==> config.mk <==
export PLATFORM = sky130hd
export DESIGN_NAME = alu_issue_flat
export DESIGN_NICKNAME = d
export VERILOG_FILES = /design/src/rtl/alu_pkg.sv /design/src/rtl/alu_issue_if.sv /design/src/rtl/alu_issue_dec.sv /design/src/rtl/alu_issue.sv /design/src/flat_wrapper.sv
export SDC_FILE = /design/constraint.sdc
export NUM_CORES = 1
export LEC_CHECK = 0
export ABC_AREA = 1
export CORE_AREA = 2 2 148 150
export CTS_BUF_LIST = sky130_fd_sc_hd__clkbuf_2
export CTS_CLUSTER_DIAMETER = 80
export CTS_CLUSTER_SIZE = 24
export DETAILED_ROUTE_END_ITERATION = 16
export DIE_AREA = 0 0 150 152
export PLACE_DENSITY = 0.82
export SYNTH_ARGS = -nofsm -noshare
export SYNTH_HDL_FRONTEND = slang
export SYNTH_HIERARCHICAL = 1
export SYNTH_SLANG_ARGS = --single-unit
==> constraint.sdc <==
create_clock -name clk -period 7.2 [get_ports clk]
set_input_delay 1.08 -clock clk [delete_from_list [all_inputs] [get_ports clk]]
set_output_delay 1.08 -clock clk [all_outputs]
set_load 0.02 [all_outputs]
==> src/rtl/alu_pkg.sv <==
// Shared ALU issue definitions: ALU control codes, RISC-V opcode/funct3 fields,
// FSM state encoding and branch kinds.
package alu_pkg;

  localparam int CTRL_W = 4;

  localparam logic [CTRL_W-1:0] ALU_AND  = 4'b0000;
  localparam logic [CTRL_W-1:0] ALU_XOR  = 4'b0001;
  localparam logic [CTRL_W-1:0] ALU_ADD  = 4'b0010;
  localparam logic [CTRL_W-1:0] ALU_OR   = 4'b0011;
  localparam logic [CTRL_W-1:0] ALU_SGE  = 4'b0101;
  localparam logic [CTRL_W-1:0] ALU_SUB  = 4'b0110;
  localparam logic [CTRL_W-1:0] ALU_SLT  = 4'b0111;
  localparam logic [CTRL_W-1:0] ALU_NOR  = 4'b1100;
  localparam logic [CTRL_W-1:0] ALU_SLTU = 4'b1111;

  localparam logic [6:0] OP_R  = 7'b0110011;
  localparam logic [6:0] OP_I  = 7'b0010011;
  localparam logic [6:0] OP_BR = 7'b1100011;

  localparam logic [2:0] F3_ADD  = 3'b000;
  localparam logic [2:0] F3_SLL  = 3'b001;
  localparam logic [2:0] F3_SLT  = 3'b010;
  localparam logic [2:0] F3_SLTU = 3'b011;
  localparam logic [2:0] F3_XOR  = 3'b100;
  localparam logic [2:0] F3_SRL  = 3'b101;
  localparam logic [2:0] F3_OR   = 3'b110;
  localparam logic [2:0] F3_AND  = 3'b111;

  localparam logic [2:0] F3_BEQ = 3'b000;
  localparam logic [2:0] F3_BNE = 3'b001;
  localparam logic [2:0] F3_BLT = 3'b100;
  localparam logic [2:0] F3_BGE = 3'b101;

  typedef enum logic [1:0] {S_IDLE, S_EXEC, S_HOLD} state_t;

  typedef enum logic [1:0] {BR_EQ, BR_NE, BR_LT, BR_GE} br_kind_t;

endpackage

==> src/rtl/alu_issue_if.sv <==
// Issue-side handshake bundle: instruction/operand input and writeback/branch output.
// out_illegal exists only when ALU_ISSUE_TRAP_EN is defined.
interface alu_issue_if #(
  parameter int DATA_WIDTH = 32
);

  logic                  in_valid;
  logic                  in_ready;
  logic [31:0]           inst;
  logic [DATA_WIDTH-1:0] rs1_data;
  logic [DATA_WIDTH-1:0] rs2_data;
  logic [DATA_WIDTH-1:0] pc;

  logic                  out_valid;
  logic                  out_ready;
  logic [4:0]            out_rd;
  logic                  out_we;
  logic [DATA_WIDTH-1:0] out_wdata;
  logic                  out_taken;
  logic [DATA_WIDTH-1:0] out_target;
`ifdef ALU_ISSUE_TRAP_EN
  logic                  out_illegal;

  modport master (
    output in_valid, inst, rs1_data, rs2_data, pc, out_ready,
    input  in_ready, out_valid, out_rd, out_we, out_wdata, out_taken, out_target, out_illegal
  );

  modport slave (
    input  in_valid, inst, rs1_data, rs2_data, pc, out_ready,
    output in_ready, out_valid, out_rd, out_we, out_wdata, out_taken, out_target, out_illegal
  );
`else
  modport master (
    output in_valid, inst, rs1_data, rs2_data, pc, out_ready,
    input  in_ready, out_valid, out_rd, out_we, out_wdata, out_taken, out_target
  );

  modport slave (
    input  in_valid, inst, rs1_data, rs2_data, pc, out_ready,
    output in_ready, out_valid, out_rd, out_we, out_wdata, out_taken, out_target
  );
`endif

endinterface

==> src/rtl/alu_issue_dec.sv <==
// Combinational RISC-V decode of R-type, I-type and branch instructions into
// ALU control, operand-B select, immediate, destination and branch kind.
module alu_issue_dec
  import alu_pkg::*;
#(
  parameter int DATA_WIDTH = 32
) (
  input  logic [31:0]           inst,
  output logic [CTRL_W-1:0]     ctrl,
  output logic                  use_imm,
  output logic [DATA_WIDTH-1:0] imm,
  output logic [4:0]            rd,
  output logic                  is_branch,
  output br_kind_t              br_kind,
  output logic                  illegal
);

  logic [6:0]            opcode;
  logic [2:0]            funct3;
  logic [DATA_WIDTH-1:0] i_imm;
  logic [DATA_WIDTH-1:0] b_imm;
  logic                  unused_rs1;

  assign opcode     = inst[6:0];
  assign funct3     = inst[14:12];
  assign rd         = inst[11:7];
  assign unused_rs1 = ^inst[19:15];

  assign i_imm = {{(DATA_WIDTH-12){inst[31]}}, inst[31:20]};
  assign b_imm = {{(DATA_WIDTH-13){inst[31]}}, inst[31], inst[7], inst[30:25], inst[11:8], 1'b0};
  // The same immediate feeds operand B for I-type and the target adder for branches.
  assign imm   = (opcode == OP_I) ? i_imm : b_imm;

  always_comb begin
    ctrl      = ALU_AND;
    use_imm   = 1'b0;
    is_branch = 1'b0;
    br_kind   = BR_EQ;
    illegal   = 1'b0;
    case (opcode)
      OP_R, OP_I: begin
        use_imm = (opcode == OP_I);
        case (funct3)
          F3_ADD:  ctrl = (opcode == OP_R && inst[30]) ? ALU_SUB : ALU_ADD;
          F3_SLT:  ctrl = ALU_SLT;
          F3_SLTU: ctrl = ALU_SLTU;
          F3_XOR:  ctrl = ALU_XOR;
          F3_OR:   ctrl = ALU_OR;
          F3_AND:  ctrl = ALU_AND;
          default: illegal = 1'b1;
        endcase
      end
      OP_BR: begin
        case (funct3)
          F3_BEQ: begin ctrl = ALU_SUB; br_kind = BR_EQ; is_branch = 1'b1; end
          F3_BNE: begin ctrl = ALU_SUB; br_kind = BR_NE; is_branch = 1'b1; end
          F3_BLT: begin ctrl = ALU_SLT; br_kind = BR_LT; is_branch = 1'b1; end
          F3_BGE: begin ctrl = ALU_SGE; br_kind = BR_GE; is_branch = 1'b1; end
          default: illegal = 1'b1;
        endcase
      end
      default: illegal = 1'b1;
    endcase
  end

endmodule

==> src/rtl/alu_issue.sv <==
// ALU issue stage: registers decoded ctrl/operands, captures the ALU result and
// presents a writeback or branch beat. Optional out_illegal under ALU_ISSUE_TRAP_EN.
module alu_issue
  import alu_pkg::*;
#(
  parameter int DATA_WIDTH = 32,
  parameter int CTRL_BITS  = 4
) (
  input  logic                  clk,
  input  logic                  rst,
  alu_issue_if.slave            bus,
  output logic [CTRL_BITS-1:0]  alu_ctrl,
  output logic [DATA_WIDTH-1:0] alu_a,
  output logic [DATA_WIDTH-1:0] alu_b,
  input  logic [DATA_WIDTH-1:0] alu_c,
  input  logic                  alu_zero
);

  state_t                state;
  logic                  settled;
  logic                  in_ready;
  logic                  accept;
  logic                  taken_now;

  logic [CTRL_W-1:0]     dec_ctrl;
  logic                  dec_use_imm;
  logic [DATA_WIDTH-1:0] dec_imm;
  logic [4:0]            dec_rd;
  logic                  dec_is_branch;
  br_kind_t              dec_br_kind;
  logic                  dec_illegal;

  logic [4:0]            rd_q;
  logic                  we_q;
  logic                  branch_q;
  br_kind_t              kind_q;
  logic [DATA_WIDTH-1:0] target_q;

  logic                  out_valid_q;
  logic [4:0]            out_rd_q;
  logic                  out_we_q;
  logic [DATA_WIDTH-1:0] out_wdata_q;
  logic                  out_taken_q;
  logic [DATA_WIDTH-1:0] out_target_q;
`ifdef ALU_ISSUE_TRAP_EN
  logic                  illegal_q;
  logic                  out_illegal_q;
`endif

  alu_issue_dec #(.DATA_WIDTH(DATA_WIDTH)) u_dec (
    .inst      (bus.inst),
    .ctrl      (dec_ctrl),
    .use_imm   (dec_use_imm),
    .imm       (dec_imm),
    .rd        (dec_rd),
    .is_branch (dec_is_branch),
    .br_kind   (dec_br_kind),
    .illegal   (dec_illegal)
  );

  // A draining HOLD beat frees the stage, so the next instruction may enter the same cycle.
  assign in_ready = (state == S_IDLE) || (state == S_HOLD && bus.out_ready);
  assign accept   = bus.in_valid && in_ready;

  always_comb begin
    taken_now = 1'b0;
    if (branch_q) begin
      case (kind_q)
        BR_EQ:   taken_now = alu_zero;
        BR_NE:   taken_now = !alu_zero;
        default: taken_now = alu_c[0];
      endcase
    end
  end

  always_ff @(posedge clk or posedge rst) begin
    if (rst) begin
      alu_ctrl <= '0;
      alu_a    <= '0;
      alu_b    <= '0;
      rd_q     <= '0;
      we_q     <= 1'b0;
      branch_q <= 1'b0;
      kind_q   <= BR_EQ;
      target_q <= '0;
`ifdef ALU_ISSUE_TRAP_EN
      illegal_q <= 1'b0;
`endif
    end else if (accept) begin
      alu_ctrl <= CTRL_BITS'(dec_ctrl);
      alu_a    <= bus.rs1_data;
      alu_b    <= dec_use_imm ? dec_imm : bus.rs2_data;
      rd_q     <= dec_rd;
      we_q     <= !dec_is_branch && !dec_illegal && (dec_rd != 5'd0);
      branch_q <= dec_is_branch;
      kind_q   <= dec_br_kind;
      target_q <= bus.pc + dec_imm;
`ifdef ALU_ISSUE_TRAP_EN
      illegal_q <= dec_illegal;
`endif
    end
  end

  // EXEC spends two cycles so a registered ALU result is also captured correctly.
  always_ff @(posedge clk or posedge rst) begin
    if (rst) begin
      state        <= S_IDLE;
      settled      <= 1'b0;
      out_valid_q  <= 1'b0;
      out_rd_q     <= '0;
      out_we_q     <= 1'b0;
      out_wdata_q  <= '0;
      out_taken_q  <= 1'b0;
      out_target_q <= '0;
`ifdef ALU_ISSUE_TRAP_EN
      out_illegal_q <= 1'b0;
`endif
    end else begin
      case (state)
        S_IDLE: begin
          if (bus.in_valid) state <= S_EXEC;
        end
        S_EXEC: begin
          if (!settled) begin
            settled <= 1'b1;
          end else begin
            settled      <= 1'b0;
            out_valid_q  <= 1'b1;
            out_rd_q     <= rd_q;
            out_we_q     <= we_q;
            out_wdata_q  <= alu_c;
            out_taken_q  <= taken_now;
            out_target_q <= target_q;
`ifdef ALU_ISSUE_TRAP_EN
            out_illegal_q <= illegal_q;
`endif
            state        <= S_HOLD;
          end
        end
        S_HOLD: begin
          if (bus.out_ready) begin
            out_valid_q <= 1'b0;
            state       <= bus.in_valid ? S_EXEC : S_IDLE;
          end
        end
        default: state <= S_IDLE;
      endcase
    end
  end

  assign bus.in_ready   = in_ready;
  assign bus.out_valid  = out_valid_q;
  assign bus.out_rd     = out_rd_q;
  assign bus.out_we     = out_we_q;
  assign bus.out_wdata  = out_wdata_q;
  assign bus.out_taken  = out_taken_q;
  assign bus.out_target = out_target_q;
`ifdef ALU_ISSUE_TRAP_EN
  assign bus.out_illegal = out_illegal_q;
`endif

endmodule

==> src/flat_wrapper.sv <==
// flat-port wrapper written by rule: the top's interface ports become plain ports
module alu_issue_flat import alu_pkg::*;
#(
  parameter int DATA_WIDTH = 32,
  parameter int CTRL_BITS  = 4
)
  (clk, rst, alu_ctrl, alu_a, alu_b, alu_c, alu_zero, bus_in_valid, bus_inst, bus_rs1_data, bus_rs2_data, bus_pc, bus_out_ready, bus_in_ready, bus_out_valid, bus_out_rd, bus_out_we, bus_out_wdata, bus_out_taken, bus_out_target);
  alu_issue_if #(.DATA_WIDTH(DATA_WIDTH)) bus_i ();
  input  logic clk;
  input  logic rst;
  output logic [CTRL_BITS-1:0] alu_ctrl;
  output logic [DATA_WIDTH-1:0] alu_a;
  output logic [DATA_WIDTH-1:0] alu_b;
  input  logic [DATA_WIDTH-1:0] alu_c;
  input  logic alu_zero;
  input wire logic [$bits(bus_i.in_valid)-1:0] bus_in_valid;
  input wire logic [$bits(bus_i.inst)-1:0] bus_inst;
  input wire logic [$bits(bus_i.rs1_data)-1:0] bus_rs1_data;
  input wire logic [$bits(bus_i.rs2_data)-1:0] bus_rs2_data;
  input wire logic [$bits(bus_i.pc)-1:0] bus_pc;
  input wire logic [$bits(bus_i.out_ready)-1:0] bus_out_ready;
  output wire logic [$bits(bus_i.in_ready)-1:0] bus_in_ready;
  output wire logic [$bits(bus_i.out_valid)-1:0] bus_out_valid;
  output wire logic [$bits(bus_i.out_rd)-1:0] bus_out_rd;
  output wire logic [$bits(bus_i.out_we)-1:0] bus_out_we;
  output wire logic [$bits(bus_i.out_wdata)-1:0] bus_out_wdata;
  output wire logic [$bits(bus_i.out_taken)-1:0] bus_out_taken;
  output wire logic [$bits(bus_i.out_target)-1:0] bus_out_target;
  assign bus_i.in_valid = bus_in_valid;
  assign bus_i.inst = bus_inst;
  assign bus_i.rs1_data = bus_rs1_data;
  assign bus_i.rs2_data = bus_rs2_data;
  assign bus_i.pc = bus_pc;
  assign bus_i.out_ready = bus_out_ready;
  assign bus_in_ready = bus_i.in_ready;
  assign bus_out_valid = bus_i.out_valid;
  assign bus_out_rd = bus_i.out_rd;
  assign bus_out_we = bus_i.out_we;
  assign bus_out_wdata = bus_i.out_wdata;
  assign bus_out_taken = bus_i.out_taken;
  assign bus_out_target = bus_i.out_target;
  alu_issue #(.DATA_WIDTH(DATA_WIDTH), .CTRL_BITS(CTRL_BITS)) u_core (.clk(clk), .rst(rst), .bus(bus_i), .alu_ctrl(alu_ctrl), .alu_a(alu_a), .alu_b(alu_b), .alu_c(alu_c), .alu_zero(alu_zero));
endmodule
======== Word level (Yosys, flattened, before mapping) ========
Cells that the tools add are included.
operators by class
  add/sub/neg operators ................... 1
  multiply operators ...................... 0
  divide/modulo/power cells ............... 0
  order comparisons ....................... 0
  equality and inequality tests ........... 16
  shift operators ......................... 0
  mux-type cells .......................... 25
  bitwise gates (word level) .............. 0
  reductions and logical operators ........ 21
operator list
  cell                                                                   number
  32-bit adder                                                           1
  32-bit two-way mux                                                     1
  4-bit case mux with 5 select lines                                     1
  3-bit equality test, second input constant                             4
  12-bit two-way mux                                                     1
  2-bit case mux with 3 select lines                                     2
  1-bit two-way mux                                                      10
  3-bit case mux with 3 select lines                                     1
  2-bit two-way mux                                                      4
  4-bit case mux with 2 select lines                                     1
  7-bit by 5-bit equality test with 1-bit output, second input constant  1
  7-bit by 6-bit equality test with 1-bit output, second input constant  1
  7-bit equality test, second input constant                             1
  3-bit by 2-bit equality test with 1-bit output, second input constant  2
  1-bit case mux with 2 select lines                                     3
  3-bit AND reduction                                                    2
  6-bit OR reduction                                                     1
  1-bit logical AND                                                      5
  5-bit nonzero test                                                     1
  2-bit by 1-bit equality test with 1-bit output, second input constant  2
  2-bit logical NOT                                                      2
  2-bit != test, second input constant                                   2
  2-bit OR reduction                                                     2
  4-bit OR reduction                                                     1
  9 further kinds                                                        11
word-level totals
  register bits ........................... 184
  latch bits .............................. 0
  bits in writable memories ............... 0
  bits in read-only memories .............. 0
  input port bits ......................... 165
  output and inout bits ................... 141
  word-level logic and storage cells ...... 79
  memories kept ........................... 0

======== Longest topological paths before layout ========
Gate-level depths: netlist of the first run.
  word-level depth ........................ 7
  depth in mapped cells ................... 21
  mapped depth without buffers ............ 21

======== By module ========
Netlist of the first run, hierarchy kept.
by module, submodules not included
  module         instances  cells an instance  area an instance (um^2)  sequential area each (um^2)
  alu_issue      1          1327               9674.3                   4604.4
  alu_issue_dec  1          96                 539.3                    0.0

======== Worst setup path after synthesis of the first run ========
Ideal clock, no wire load.
  path type ............................... input port to flip-flop
  start point ............................. input port bus_inst[1]
  end point ............................... register u_core.target_q[28]
  setup time .............................. 117 ps
  arrival time ............................ 2723 ps
  data required time ...................... 7083 ps
  setup slack ............................. 4360 ps
  stages on the path ...................... 14
  buffers on the path ..................... 0
  cells stage by stage .................... nand2_1 -> nor2_4 -> nand2_4 -> nor2_1 -> ha_1 -> fa_1 -> nand3_1 -> nand3_1 -> nand3_1 -> nand3_1 -> nand2_1 -> nand3_1 -> nand3_1 -> nand2_1
on the way
  longest elaborated chain between the ends .. 3
ends and longest elaborated chain
  item                                            RTL line             source
  start, declared                                 flat_wrapper.sv:17   input wire logic [$bits(bus_i.inst)-1:0] bus_inst;
  7-bit by 5-bit equality test with 1-bit output  alu_issue_dec.sv:32  assign imm = (opcode == OP_I) ? i_imm : b_imm;
  12-bit two-way mux                              alu_issue_dec.sv:32
  named net u_core.dec_imm[0]                     alu_issue.sv:27      logic [DATA_WIDTH-1:0] dec_imm;
  32-bit adder                                    alu_issue.sv:97      target_q <= bus.pc + dec_imm;
  end signal, assigned                            alu_issue.sv:97
  end, declared                                   alu_issue.sv:37      logic [DATA_WIDTH-1:0] target_q;
The timed path passes the listed nets, and every way through them passes these cells.
A chain may end at the register's enable or synchronous reset.

======== Worst setup path after layout of the first run ========
  start point ............................. input port bus_inst[6]
  end point ............................... register u_core.target_q[31]
The elaborated chain is that of the path after synthesis.

==> flow_metrics.py, run 1 <==
metrics = {
    "run_status": {
        "status": "finished clean",
    },
    "floorplan": {
        "fp.dieW_microns": 150,
        "core-area_sq_mm": 0.0214,
        "rows": 54,
        "io_pins": 306,
        "initial_core_util_pct": 47.8,
        "die-area_sq_mm": 0.0228,
        "die-height_microns": 152,
    },
    "logic_synthesis": {
        "synth.yosys.seq_area_share_pct": 45.1,
        "syn_avg_cell_area_sq_um": 7.18,
        "synth_edf_count": 0,
        "ys_warn_count": 6,
        "yosysTopAreaCell": "dfrtp_1",
        "netlist_instances": 1423,
        "ys.flop_type": "dfrtp_1",
        "synth_top_cell_area_share_pct": 45.1,
        "syn_nets": 1620,
        "synthArstFlopShare_pct": 100,
        "synth.ff_latch_count": 184,
        "synth.area.top_cells": "dfrtp_1, nand2_1, inv_1",
        "syn_area_sq_mm": 0.0102,
        "yosys.cell_types.count": 37,
    },
    "clock_tree": {
        "postCtsResizedCells": 0,
        "cts-root-buf": "clkbuf_2",
        "clk_pin_slew_ns": 0.28,
        "cts_tree": "done",
        "cts_buffers": 17,
        "h-tree-depth": 4,
        "worstSkewPairLatency_ns": 0.82,
        "clock_path_buffers": 2,
        "ctsHoldBuffers": 0,
        "cts_sinks": 184,
        "postCtsSetupRepairBufs": 0,
    },
    "setup_path": {
        "cp.required_ns": 7.89,
        "cp_max_fo": 69,
        "path_cells": "clkdlybuf4s50_1, nor3_4, nand2_4, clkinv_2, nand2_1, nand2_1, ha_1, nand2_2, nor2_2, nand3_1, nand2_2, nand2_2, nand2_2, nand2_2, nand2_1, nand2_1, nand3_1, nand2_1",
        "r2r_end": "u_core/target_q[0]",
        "slowest_stage": "clkinv_2",
        "worst-path-buf-inv": 2,
        "rr_startpoint": "u_core/state[0]",
        "reg2reg_depth": 8,
        "max_stage_delay_ns": 0.60,
        "path_delay_family": "simple AND/OR/NAND/NOR gates",
        "crit_arrival_ns": 4.27,
        "rrSetupSlack_ns": 4.64,
        "start_kind": "primary input",
        "crit_path_end_kind": "flip-flop",
        "path_class": "in -> reg",
    },
    "place": {
        "hpwl_microns": 20400,
        "place_ws_ns": 2.88,
        "port_buffers": 300,
        "gp_congestion": 0.928,
        "placed_cell_area_sq_mm": 0.0131,
    },
    "timing": {
        "fmax_mhz": 279,
        "fin_setup_tns_ns": 0,
        "maxSlewViolCount": 0,
        "hold_viol_final": 0,
        "fin_crit_ns": 3.58,
        "finalSetupViolations": 0,
        "worst_slew_pin_slew_ns": 0.932,
        "slew_headroom_pct": 37.9,
        "setup_slack_ns": 3.62,
        "hold_ws_ns": 0.505,
        "rsz0062_at_grt": "no",
        "fin_skew_ns": 0.0571,
        "timing.final.crit_share_pct": 49.7,
    },
    "global_route": {
        "antenna_found_initial": 1,
        "overflow": 0,
        "track_usage_pct": 24.0,
        "grt_pass1_vias": 8845,
        "grt_pass1_wl_microns": 43900,
        "grt_max_degree": 120,
    },
    "detailed_routing": {
        "drtPass1Iterations": 8,
        "drc": 0,
        "vias": 9449,
        "routed_via_density": 4.81,
        "routed-wl-met3_microns": 2480,
        "wl_microns": 27100,
        "ant_nets": 0,
        "highest-signal-layer": "met4",
        "dr_wl_met2_microns": 12300,
        "drtIter0Drc": 663,
        "drt-met1-wl_microns": 11500,
        "wire_per_inst_microns": 13.8,
    },
    "pwr": {
        "p_per_area_mw_per_mm2": 350,
        "p_leak_nw": 7.07,
        "vdd_drop_max_uv": 161,
    },
    "worst_hold_path": {
        "hold_end": "u_core/bus.out_target[6]",
        "min-delay-start": "u_core/target_q[6]",
        "hold_depth": 2,
        "holdCritPathClass": "reg -> reg",
    },
    "finish": {
        "finish.utilization_pct": 62.8,
        "fillCellCount": 1931,
        "drive_gt1_share_pct": 4.27,
        "fin_area_sq_mm": 0.0134,
        "syn_to_final_growth_pct": 31.3,
        "fin_nets": 1869,
    },
    "job": {
        "maxCapViolations": 0,
    },
}
## tightest hold or removal path, stage by stage (launching register included)
cell,delay (ns)
dfrtp_1,0.40
nand2_1,0.05
nand2_1,0.05
## power by group
group,internal (W),leakage (nW),switching (W)
registers,0.00149,2.30,0.000238
clock network,0.000157,0.164,0.000427
logic,0.00101,4.61,0.00137
total,0.00266,7.07,0.00203
## worst max path at each step
stage	slack [ns]	cells after the start	end	from
global placement	2.94	17	u_core/target_q[20]	bus_inst[2]
CTS	3.66	4	bus_in_ready	bus_out_ready
global route	3.30	20	u_core/target_q[31]	bus_inst[2]
detailed placement	2.88	15	u_core/target_q[20]	bus_inst[6]
finish	3.62	18	u_core/target_q[31]	bus_inst[6]
floorplan	1.12	1	u_core/alu_a[0]	rst
## flip-flops by register name, summed over array words and instances (netlist names)
signal                 cells
u_core/alu_ctrl            4
u_core/branch_q            1
u_core/kind_q              2
u_core/state               2
u_core/bus.out_taken       1
u_core/bus.out_target     32
u_core/bus.out_valid       1
u_core/target_q           32
u_core/rd_q                5
u_core/bus.out_wdata      32
u_core/bus.out_we          1
u_core/alu_b              32
u_core/alu_a              32
u_core/we_q                1
u_core/bus.out_rd          5
u_core/settled             1
## layout make-up
type	instances	area (sq um)	share of cell area [%]
Sequential cell	184	4600	34.3
Multi-Input combinational cell	981	4430	33.0
Timing Repair Buffer	306	3050	22.7
Inverter	182	692	5.16
Tap cell	280	350	2.61
Clock inverter	15	198	1.47
Clock buffer	17	85.1	0.634
Antenna cell	1	2.50	0.0187
## cell usage after synthesis, types with 3 or more instances
cell / n
nor3_1: 3
inv_1: 175
buf_2: 23
nand3b_1: 3
nand3_2: 3
dfrtp_1: 184
nor2_4: 3
o21bai_1: 3
inv_2: 6
o21ai_1: 46
xnor2_1: 13
o21ai_0: 54
clkbuf_1: 6
a21oi_1: 20
buf_1: 3
nor2_1: 44
nand2_1: 676
buf_6: 5
nand4_1: 3
ha_1: 31
nand3_1: 51
nand2_2: 11
buf_4: 39
nor2_2: 3
## metal layers
layer  global-route usage (%)  vias to the layer above
met3                     6.46                       54
met2                     37.7                      361
met1                     31.9                     4225
met5                        0                        -
met4                     9.12                        0
li1                         -                     4809
## cell usage in the layout (no fill, tap or decap), types with 4 or more instances in the layout
cell type        synthesis  layout
inv_8                    0       4
inv_6                    0       4
dfrtp_1                184     184
o21ai_0                 54      54
nand2_1                676     676
nand3_1                 51      51
buf_4                   39       6
a21oi_1                 20      20
clkbuf_2                 0      17
inv_1                  175     174
o21ai_1                 46      46
inv_2                    6       6
nor2_1                  44      44
clkdlybuf4s50_1          0     300
xnor2_1                 13      13
nand2_2                 11      10
clkinv_8                 0       4
ha_1                    31      31
## stage by stage
stage | power, W | std cells
final | 0.00469 | 1966
after detailed placement | 0.00414 | 1933
after global placement | 0.00407 | 1933
after global routing | 0.00503 | 1966
after floorplan | 0.00311 | 1423
after CTS | 0.00473 | 1965
## logic make-up (layout without fill, tap and decap cells)
kind of cell,Yosys count,after routing,synth area share (%)
buffers and inverters,258,520,11.6
adder cells (fa/ha/maj),32,32,3.99
flip-flops,184,184,45.1
AND/OR/NAND/NOR,805,805,31.5
other,0,1,0
AO/OA/AOI/OAI,130,130,6.65
XOR/XNOR,14,14,1.20
(Power assumes the default switching activity.)
==> inputs of run 2 (changes only) <==
--- a/config.mk
+++ b/config.mk
@@ -6,13 +6,13 @@
 export NUM_CORES = 1
 export LEC_CHECK = 0
 export ABC_AREA = 1
-export CORE_AREA = 2 2 148 150
+export CORE_AREA = 2 2 156 158
 export CTS_BUF_LIST = sky130_fd_sc_hd__clkbuf_2
 export CTS_CLUSTER_DIAMETER = 80
 export CTS_CLUSTER_SIZE = 24
 export DETAILED_ROUTE_END_ITERATION = 16
-export DIE_AREA = 0 0 150 152
-export PLACE_DENSITY = 0.82
+export DIE_AREA = 0 0 158 160
+export PLACE_DENSITY = 0.78
 export SYNTH_ARGS = -nofsm -noshare
 export SYNTH_HDL_FRONTEND = slang
 export SYNTH_HIERARCHICAL = 1
==> constraint.sdc (replaced) <==
create_clock -name clk -period 3.15 [get_ports clk]
set_input_delay 0.4725 -clock clk [delete_from_list [all_inputs] [get_ports clk]]
set_output_delay 0.4725 -clock clk [all_outputs]
set_load 0.02 [all_outputs]
==> flow_metrics.py, run 2 (synthesis gave the netlist of run 1 again) <==
metrics = {
    "run_status": {
        "status": "finished clean",
    },
    "detailed_routing": {
        "routed_via_density": 4.65,
        "drc": 0,
        "vias": 9405,
        "wl_microns": 27600,
        "drtPass1Iterations": 5,
        "ant_nets": 0,
        "wire_per_inst_microns": 13.6,
        "drtIter0Drc": 656,
    },
    "place": {
        "port_buffers": 300,
        "hpwl_microns": 20900,
        "dp_cells": 1989,
        "placed_cell_area_sq_mm": 0.0133,
        "gp_congestion": 0.905,
    },
    "setup_path": {
        "worst-path-buf-inv": 2,
        "start_kind": "flip-flop",
        "r2r_end": "u_core/bus.out_target[1]",
        "cp_max_fo": 3,
        "cp.required_ns": 2.68,
        "path_cells": "inv_2, nand3_1, o21ai_2, clkdlybuf4s50_1",
        "rr_startpoint": "u_core/state[0]",
        "path_delay_family": "buffers and inverters",
        "reg2reg_depth": 8,
        "slowest_stage": "clkdlybuf4s50_1",
        "rrSetupSlack_ns": 1.35,
        "path_class": "reg -> out",
        "max_stage_delay_ns": 0.64,
        "crit_arrival_ns": 2.19,
        "crit_path_end_kind": "primary output",
    },
    "pwr": {
        "p_per_area_mw_per_mm2": 788,
        "vdd_drop_max_uv": 410,
        "p_leak_nw": 7.14,
        "p_sw_w": 0.00469,
        "p_comb_share_pct": 50.9,
        "seq_power_share_pct": 36.9,
        "p_int_w": 0.00604,
        "sw_frac_of_total_pct": 43.7,
        "power_frac_clock_pct": 12.2,
    },
    "worst_hold_path": {
        "hold_end": "u_core/alu_a[27]",
        "min-delay-start": "bus_rs1_data[27]",
        "hold_depth": 3,
        "holdCritPathClass": "in -> reg",
    },
    "timing": {
        "fmax_mhz": 375,
        "slew_headroom_pct": 47.6,
        "fin_setup_tns_ns": 0,
        "timing.final.crit_share_pct": 84.6,
        "hold_ws_ns": 0.131,
        "finalSetupViolations": 0,
        "rsz0062_at_grt": "no",
        "fin_skew_ns": 0.0362,
        "fin_crit_ns": 2.67,
        "maxSlewViolCount": 0,
        "hold_viol_final": 0,
        "worst_slew_pin_slew_ns": 0.787,
    },
    "job": {
        "maxCapViolations": 0,
    },
    "global_route": {
        "antenna_found_initial": 1,
        "grt_use_met1_pct": 29.4,
        "grt_pass1_vias": 8926,
        "track_usage_pct": 21.8,
        "gr-usage-met2_pct": 35.5,
        "grt_max_degree": 148,
        "grt-busiest-layer": "met2",
        "grt_util_met3_pct": 5.45,
        "grt_pass1_wl_microns": 44200,
        "overflow": 0,
    },
    "finish": {
        "regArea_sq_mm": 0.00460,
        "layout_common_cells": "nand2_1, clkdlybuf4s50_1, dfrtp_1",
        "fin_cells": 2023,
        "final_common_cell": "nand2_1",
        "finish.utilization_pct": 57.1,
        "fin_nets": 1882,
        "drive_gt1_share_pct": 4.95,
        "syn_to_final_growth_pct": 33.3,
        "multi_input_area_sq_mm": 0.00443,
        "fillCellCount": 2234,
        "fin_area_sq_mm": 0.0136,
    },
    "clock_tree": {
        "clock_path_buffers": 2,
        "cts_tree": "done",
        "cts-root-buf": "clkbuf_2",
        "cts_buffers": 17,
        "h-tree-depth": 4,
        "cts_sinks": 184,
        "worstSkewPairLatency_ns": 0.78,
        "clk_pin_slew_ns": 0.35,
    },
    "floorplan": {
        "core-area_sq_mm": 0.0238,
        "initial_core_util_pct": 42.9,
        "die-height_microns": 160,
        "die-area_sq_mm": 0.0253,
        "io_pins": 306,
        "rows": 57,
        "fp.dieW_microns": 158,
    },
}
## run 2: repair_timing
item / CTS / global route
hold endpoints to repair: 1 / 0
hold buffers: 1 / 0
resized for setup: 0 / 0
endpoints found under the setup margin: 0 / 0
buffers inserted: 0 / 0
## run 2: layout make-up
type / count / area share, %
antenna: 1 / 0.0184
inverter: 182 / 5.06
timing repair buffer: 319 / 23.5
clock inverter: 15 / 1.43
sequential: 184 / 33.8
clock buffer: 17 / 0.625
multi-input combinational: 981 / 32.6
tap: 324 / 2.98
## run 2: worst register-to-register path: cells and delay by family, from the launching register on
kind                   cells  cell delay, ns
buffers and inverters      4            0.86
DFF                        1            0.49
AOI/OAI and AO/OA          1            0.11
and+or+nand+nor            3            0.26
## run 2: worst max path at each step
stage / startpoint / endpoint / slack, ns / depth (start not counted)
after floorplan: rst / u_core/alu_a[0] / 0.31 / 1
after global placement: bus_inst[6] / u_core/target_q[29] / 0.23 / 18
after CTS: u_core/state[0] / bus_in_ready / 0.41 / 4
after global routing: u_core/state[0] / bus_in_ready / 0.34 / 4
final: u_core/state[0] / bus_in_ready / 0.48 / 4
after detailed placement: bus_inst[6] / u_core/target_q[29] / 0.16 / 18
## run 2: per-stage QoR
step / setup slack [ns] / total power, W
floorplan: 0.313 / 0.00711
global placement: 0.227 / 0.00936
detailed placement: 0.156 / 0.00952
CTS: 0.406 / 0.0109
global route: 0.340 / 0.0115
finish: 0.484 / 0.0107
## run 2: per-layer routing
| metal | vias up | part of all wire (%) |
|---|---|---|
| li1 | 4841 | - |
| met1 | 4235 | 45 |
| met2 | 298 | 46 |
| met3 | 31 | 7.2 |
| met4 | 0 | 1.6 |
| met5 | - | 0 |
## run 2: power by group through the flow
| stage | Clock (W) | Sequential (W) | Combinational (W) |
|---|---|---|---|
| floorplan | 0 | 0.00496 | 0.00214 |
| global placement | 0 | 0.00397 | 0.00539 |
| detailed placement | 0 | 0.00402 | 0.00550 |
| CTS | 0.00137 | 0.00397 | 0.00552 |
| global route | 0.00144 | 0.00410 | 0.00599 |
| finish | 0.00131 | 0.00396 | 0.00547 |
==> inputs of run 3 (changes only) <==
==> constraint.sdc (replaced) <==
create_clock -name clk -period 2.3 [get_ports clk]
set_input_delay 0.345 -clock clk [delete_from_list [all_inputs] [get_ports clk]]
set_output_delay 0.345 -clock clk [all_outputs]
set_load 0.02 [all_outputs]
==> flow_metrics.py, run 3 (synthesis gave the netlist of run 1 again) <==
metrics = {
    "run_status": {
        "status": "finished clean",
    },
    "finish": {
        "layout_common_cells": "nand2_1, clkdlybuf4s50_1, dfrtp_1",
        "final_common_cell": "nand2_1",
        "drive_gt1_share_pct": 7.48,
        "finish.utilization_pct": 61.9,
        "fin_nets": 1988,
        "syn_to_final_growth_pct": 44.3,
    },
    "pwr": {
        "finalPower_w": 0.0150,
        "p_leak_nw": 8.52,
        "vdd_drop_max_uv": 578,
        "p_per_area_mw_per_mm2": 1020,
    },
    "clock_tree": {
        "cts_buffers": 17,
        "cts_sinks": 184,
        "worstSkewPairLatency_ns": 0.85,
        "clock_path_buffers": 2,
        "h-tree-depth": 4,
        "cts-root-buf": "clkbuf_2",
        "clk_pin_slew_ns": 0.32,
        "cts_tree": "done",
    },
    "timing": {
        "worst_slew_pin_slew_ns": 0.673,
        "hold_viol_final": 0,
        "hold_ws_ns": 0.0862,
        "maxSlewViolCount": 0,
        "fin_skew_ns": 0.0650,
        "fin_crit_ns": 2.20,
        "setup_slack_ns": 0.102,
        "fin_setup_tns_ns": 0,
        "fmax_mhz": 455,
        "rsz0062_at_grt": "no",
        "timing.final.crit_share_pct": 95.6,
        "finalSetupViolations": 0,
        "slew_headroom_pct": 55.1,
    },
    "global_route": {
        "antenna_found_initial": 1,
        "grt_pass1_vias": 9970,
        "grt_max_degree": 81,
        "overflow": 0,
        "grt_pass1_wl_microns": 48800,
        "track_usage_pct": 24.2,
    },
    "setup_path": {
        "reg2reg_depth": 6,
        "rrSetupSlack_ns": 0.59,
        "slowest_stage": "clkdlybuf4s50_1",
        "path_cells": "clkdlybuf4s50_1",
        "rr_startpoint": "u_core/state[1]",
        "crit_path_end_kind": "primary output",
        "crit_arrival_ns": 1.85,
        "r2r_end": "u_core/bus.out_wdata[18]",
        "worst-path-buf-inv": 1,
        "cp.required_ns": 1.96,
        "max_stage_delay_ns": 0.65,
        "cp_max_fo": 2,
        "path_class": "reg -> out",
        "path_delay_family": "buffers and inverters",
        "start_kind": "flip-flop",
    },
    "floorplan": {
        "die-height_microns": 160,
        "die-area_sq_mm": 0.0253,
        "rows": 57,
        "fp.dieW_microns": 158,
        "initial_core_util_pct": 42.9,
        "io_pins": 306,
        "core-area_sq_mm": 0.0238,
    },
    "worst_hold_path": {
        "holdCritPathClass": "in -> reg",
        "hold_end": "u_core/state[1]",
        "hold_depth": 2,
        "min-delay-start": "bus_out_ready",
    },
    "place": {
        "port_buffers": 300,
        "hpwl_microns": 22000,
        "gp_congestion": 0.900,
        "place_ws_ns": -0.472,
    },
    "detailed_routing": {
        "ant_nets": 0,
        "vias": 10000,
        "routed_via_density": 4.71,
        "drtPass1Iterations": 5,
        "drtIter0Drc": 722,
        "wl_microns": 30900,
        "wire_per_inst_microns": 14.5,
        "drc": 0,
    },
    "job": {
        "maxCapViolations": 0,
    },
}
## run 3: cell types whose count changed in the layout (fill, tap and decap cells not counted), moves of 2 or more
cell,previous run,this run
dlygate4sd2_1,0,24
buf_4,14,60
inv_12,3,5
dlymetal6s2s_1,0,64
dlygate4sd3_1,1,57
buf_12,4,8
clkdlybuf4s50_1,300,211
## run 3: worst max-delay path by stage
stage / from / end / slack [ns] / cells past startpoint
global placement: bus_inst[2] / u_core/target_q[28] / -0.40 / 17
finish: u_core/bus.out_target[9] / bus_out_target[9] / 0.10 / 1
floorplan: rst / u_core/alu_a[0] / -0.41 / 1
global route: u_core/alu_a[15] / alu_a[15] / 0.001 / 1
detailed placement: bus_inst[5] / u_core/target_q[21] / -0.47 / 16
CTS: u_core/bus.out_wdata[23] / bus_out_wdata[23] / 0.000007 / 1
## run 3: per-layer routing
| metal | part of all wire (%) | global-route usage, % | up-vias |
|---|---|---|---|
| met5 | 0 | 0 | - |
| met4 | 3.3 | 8.72 | 0 |
| met3 | 7.1 | 5.97 | 72 |
| met2 | 46 | 40.0 | 352 |
| met1 | 44 | 30.7 | 4563 |
| li1 | - | - | 5044 |
## run 3: stage by stage
| stage | std cells | instance area (sq um) |
|---|---|---|
| 2_1_floorplan | 1423 | 10200 |
| 3_3_place_gp | 2037 | 13700 |
| 3_5_place_dp | 2037 | 13700 |
| 4_1_cts | 2126 | 14600 |
| 5_1_grt | 2129 | 14700 |
| 6_report | 2129 | 14700 |
## run 3: final cells by class
cell class	count	area, sq um
antenna	1	2.50
clock buffer	17	85.1
clock inverter	15	215
fill	2117	9080
inverter	182	688
multi-input combinational	981	4430
sequential	184	4600
tap	324	405
timing repair buffer	425	4310
## run 3: timing repair
action	4_1_cts	5_1_grt
buffers inserted	0	2
endpoints found under the hold margin	166	0
setup endpoints to repair	25	65
gates resized for setup	27	65
hold buffers	57	0
pin swaps	0	0
## run 3: where the power goes
group	switching, W	total (W)	internal (W)	leakage, nW
registers	0.000786	0.00547	0.00468	2.30
clock network	0.00148	0.00194	0.000452	0.170
logic	0.00445	0.00764	0.00320	6.06
total	0.00672	0.0150	0.00833	8.52
==> variant (settings of run 2) <==
Encoding of `br_kind_t`: now one-hot (4 bits for 4 values).
--- a/src/rtl/alu_pkg.sv
+++ b/src/rtl/alu_pkg.sv
@@ -34,7 +34,7 @@
 
   typedef enum logic [1:0] {S_IDLE, S_EXEC, S_HOLD} state_t;
 
-  typedef enum logic [1:0] {BR_EQ, BR_NE, BR_LT, BR_GE} br_kind_t;
+  typedef enum logic [3:0] {BR_EQ = 4'b0001, BR_NE = 4'b0010, BR_LT = 4'b0100, BR_GE = 4'b1000} br_kind_t;
 
 endpackage
 
Behaviour: no difference found for any inputs over 4 cycles, from zero or initial values and one cycle with rst high; so few cycles prove little.
==> variant against run 2 <==
Utilization is 0.30 points higher; sequential cell count is 2 higher; worst hold slack better by 0.022 ns; clock skew is 0.0023 ns higher; routed wire length is 1.8% higher; synthesized area is 0.81% higher; setup slack better by 0.012 ns; sequential share of layout area is 0.20 points higher; total power is 1.0% higher; final area is 0.53% higher; critical endpoint unchanged.
==> variant: results (changes against run 2) <==
Timing
  – Hold slack: 0.153 ns (+0.0221 ns)
  – Final Skew: 0.0385 ns (+0.00231 ns)
  – PnR worst setup slack: 0.496 ns (+0.0119 ns)
  – Slew margin rel.: 55.7% (+8.2 points)

Worst setup path
  – FF-to-FF setup slack: 1.23 ns (-0.12 ns)

Drt
  – Routed wl met2: 13100 um (+3.3%)
  – Post-DR vias/cell: 4.67 (+0.35%)
  – Drt total wl: 28100 um (+1.8%)
  – Routed length on met3: 2060 um (+4.1%)
  – M1 wire length: 12700 um (+1.7%)
  – Initial DRC Count: 653 (-0.46%)

Placement
  – Placement Setup Slack: 0.0247 ns (-0.131 ns)
  – Placed cell count: 2002 (+0.65%)
  – Placed Area: 13400 sq um (+0.56%)
  – Post-DP HPWL: 21000 um (+0.32%)

Logic synthesis
  – Synth unique cells: 36 (-2.7%)
  – Synth top area cells: dfrtp_1 (45%), nand2_1 (25%), inv_1 (6.4%)
  – Sequential fraction of the synthesis area: 45.2% (+0.14 points)
  – Top cells by count, synth: nand2_1 (682), dfrtp_1 (185), inv_1 (175)
  – Syn Nets: 1636 (+0.99%)
  – Complex-gate fraction of the synthesized area: 6.55% (-0.10 points)
  – Post-synthesis xor/xnor area fraction: 1.11% (-0.095 points)

Global route
  – Met3 usage: 5.86% (+0.41 points)
  – First-pass GRT wire length: 45200 um (+2.3%)
  – Number of global-route vias before repair: 9217 (+3.3%)
  – Total GRT Usage: 22.4% (+0.60 points)
  – Largest net degree at the start of global routing: 114 (-23%)

Power and ir drop
  – Comb group: 5.48 mW (about the same)
  – Leakage: 7.16 nW (+0.25%)
  – Peak supply drop: 0.000465 V (+13%)
  – Net switching power: 4.69 mW (+0.13%)

Outcome
  – Outcome: completed

Final layout
  – Share of cells above drive strength 1: 4.68% (-0.27 points)
  – Fillers: 2303 (+3.1%)
  – Final #Nets: 1895 (+0.69%)
variant: timing repair:
action                    4_1_cts  5_1_grt
buffers inserted                0        0
hold buffers                    1        0
hold endpoints to repair        9        0
variant: final timing paths:
path,from,endpoint,cells after the start
max,u_core/state[0],bus_in_ready,4
min,bus_rs1_data[26],u_core/alu_a[26],3
max reg2reg,u_core/state[0],u_core/we_q,8
min reg2reg,u_core/rd_q[0],u_core/bus.out_rd[0],2
max in group asynchronous,rst,u_core/kind_q[0],4
min in group asynchronous,rst,u_core/bus.out_target[6],3
variant: worst min-delay path: cells and delay by family:
family / cells / cell delay (ns)
buffers and inverters: 1 / 0.39
and+or+nand+nor: 2 / 0.10
variant: layout make-up:
cell class | count | share of cell area (%)
diodes | 1 | 0.0183
clock buffers | 17 | 0.622
clock inverters | 15 | 1.41
inverters | 182 | 5.02
multi-input cells | 994 | 32.6
flip-flops and latches | 186 | 34.0
well taps | 324 | 2.96
repair buffers | 317 | 23.4
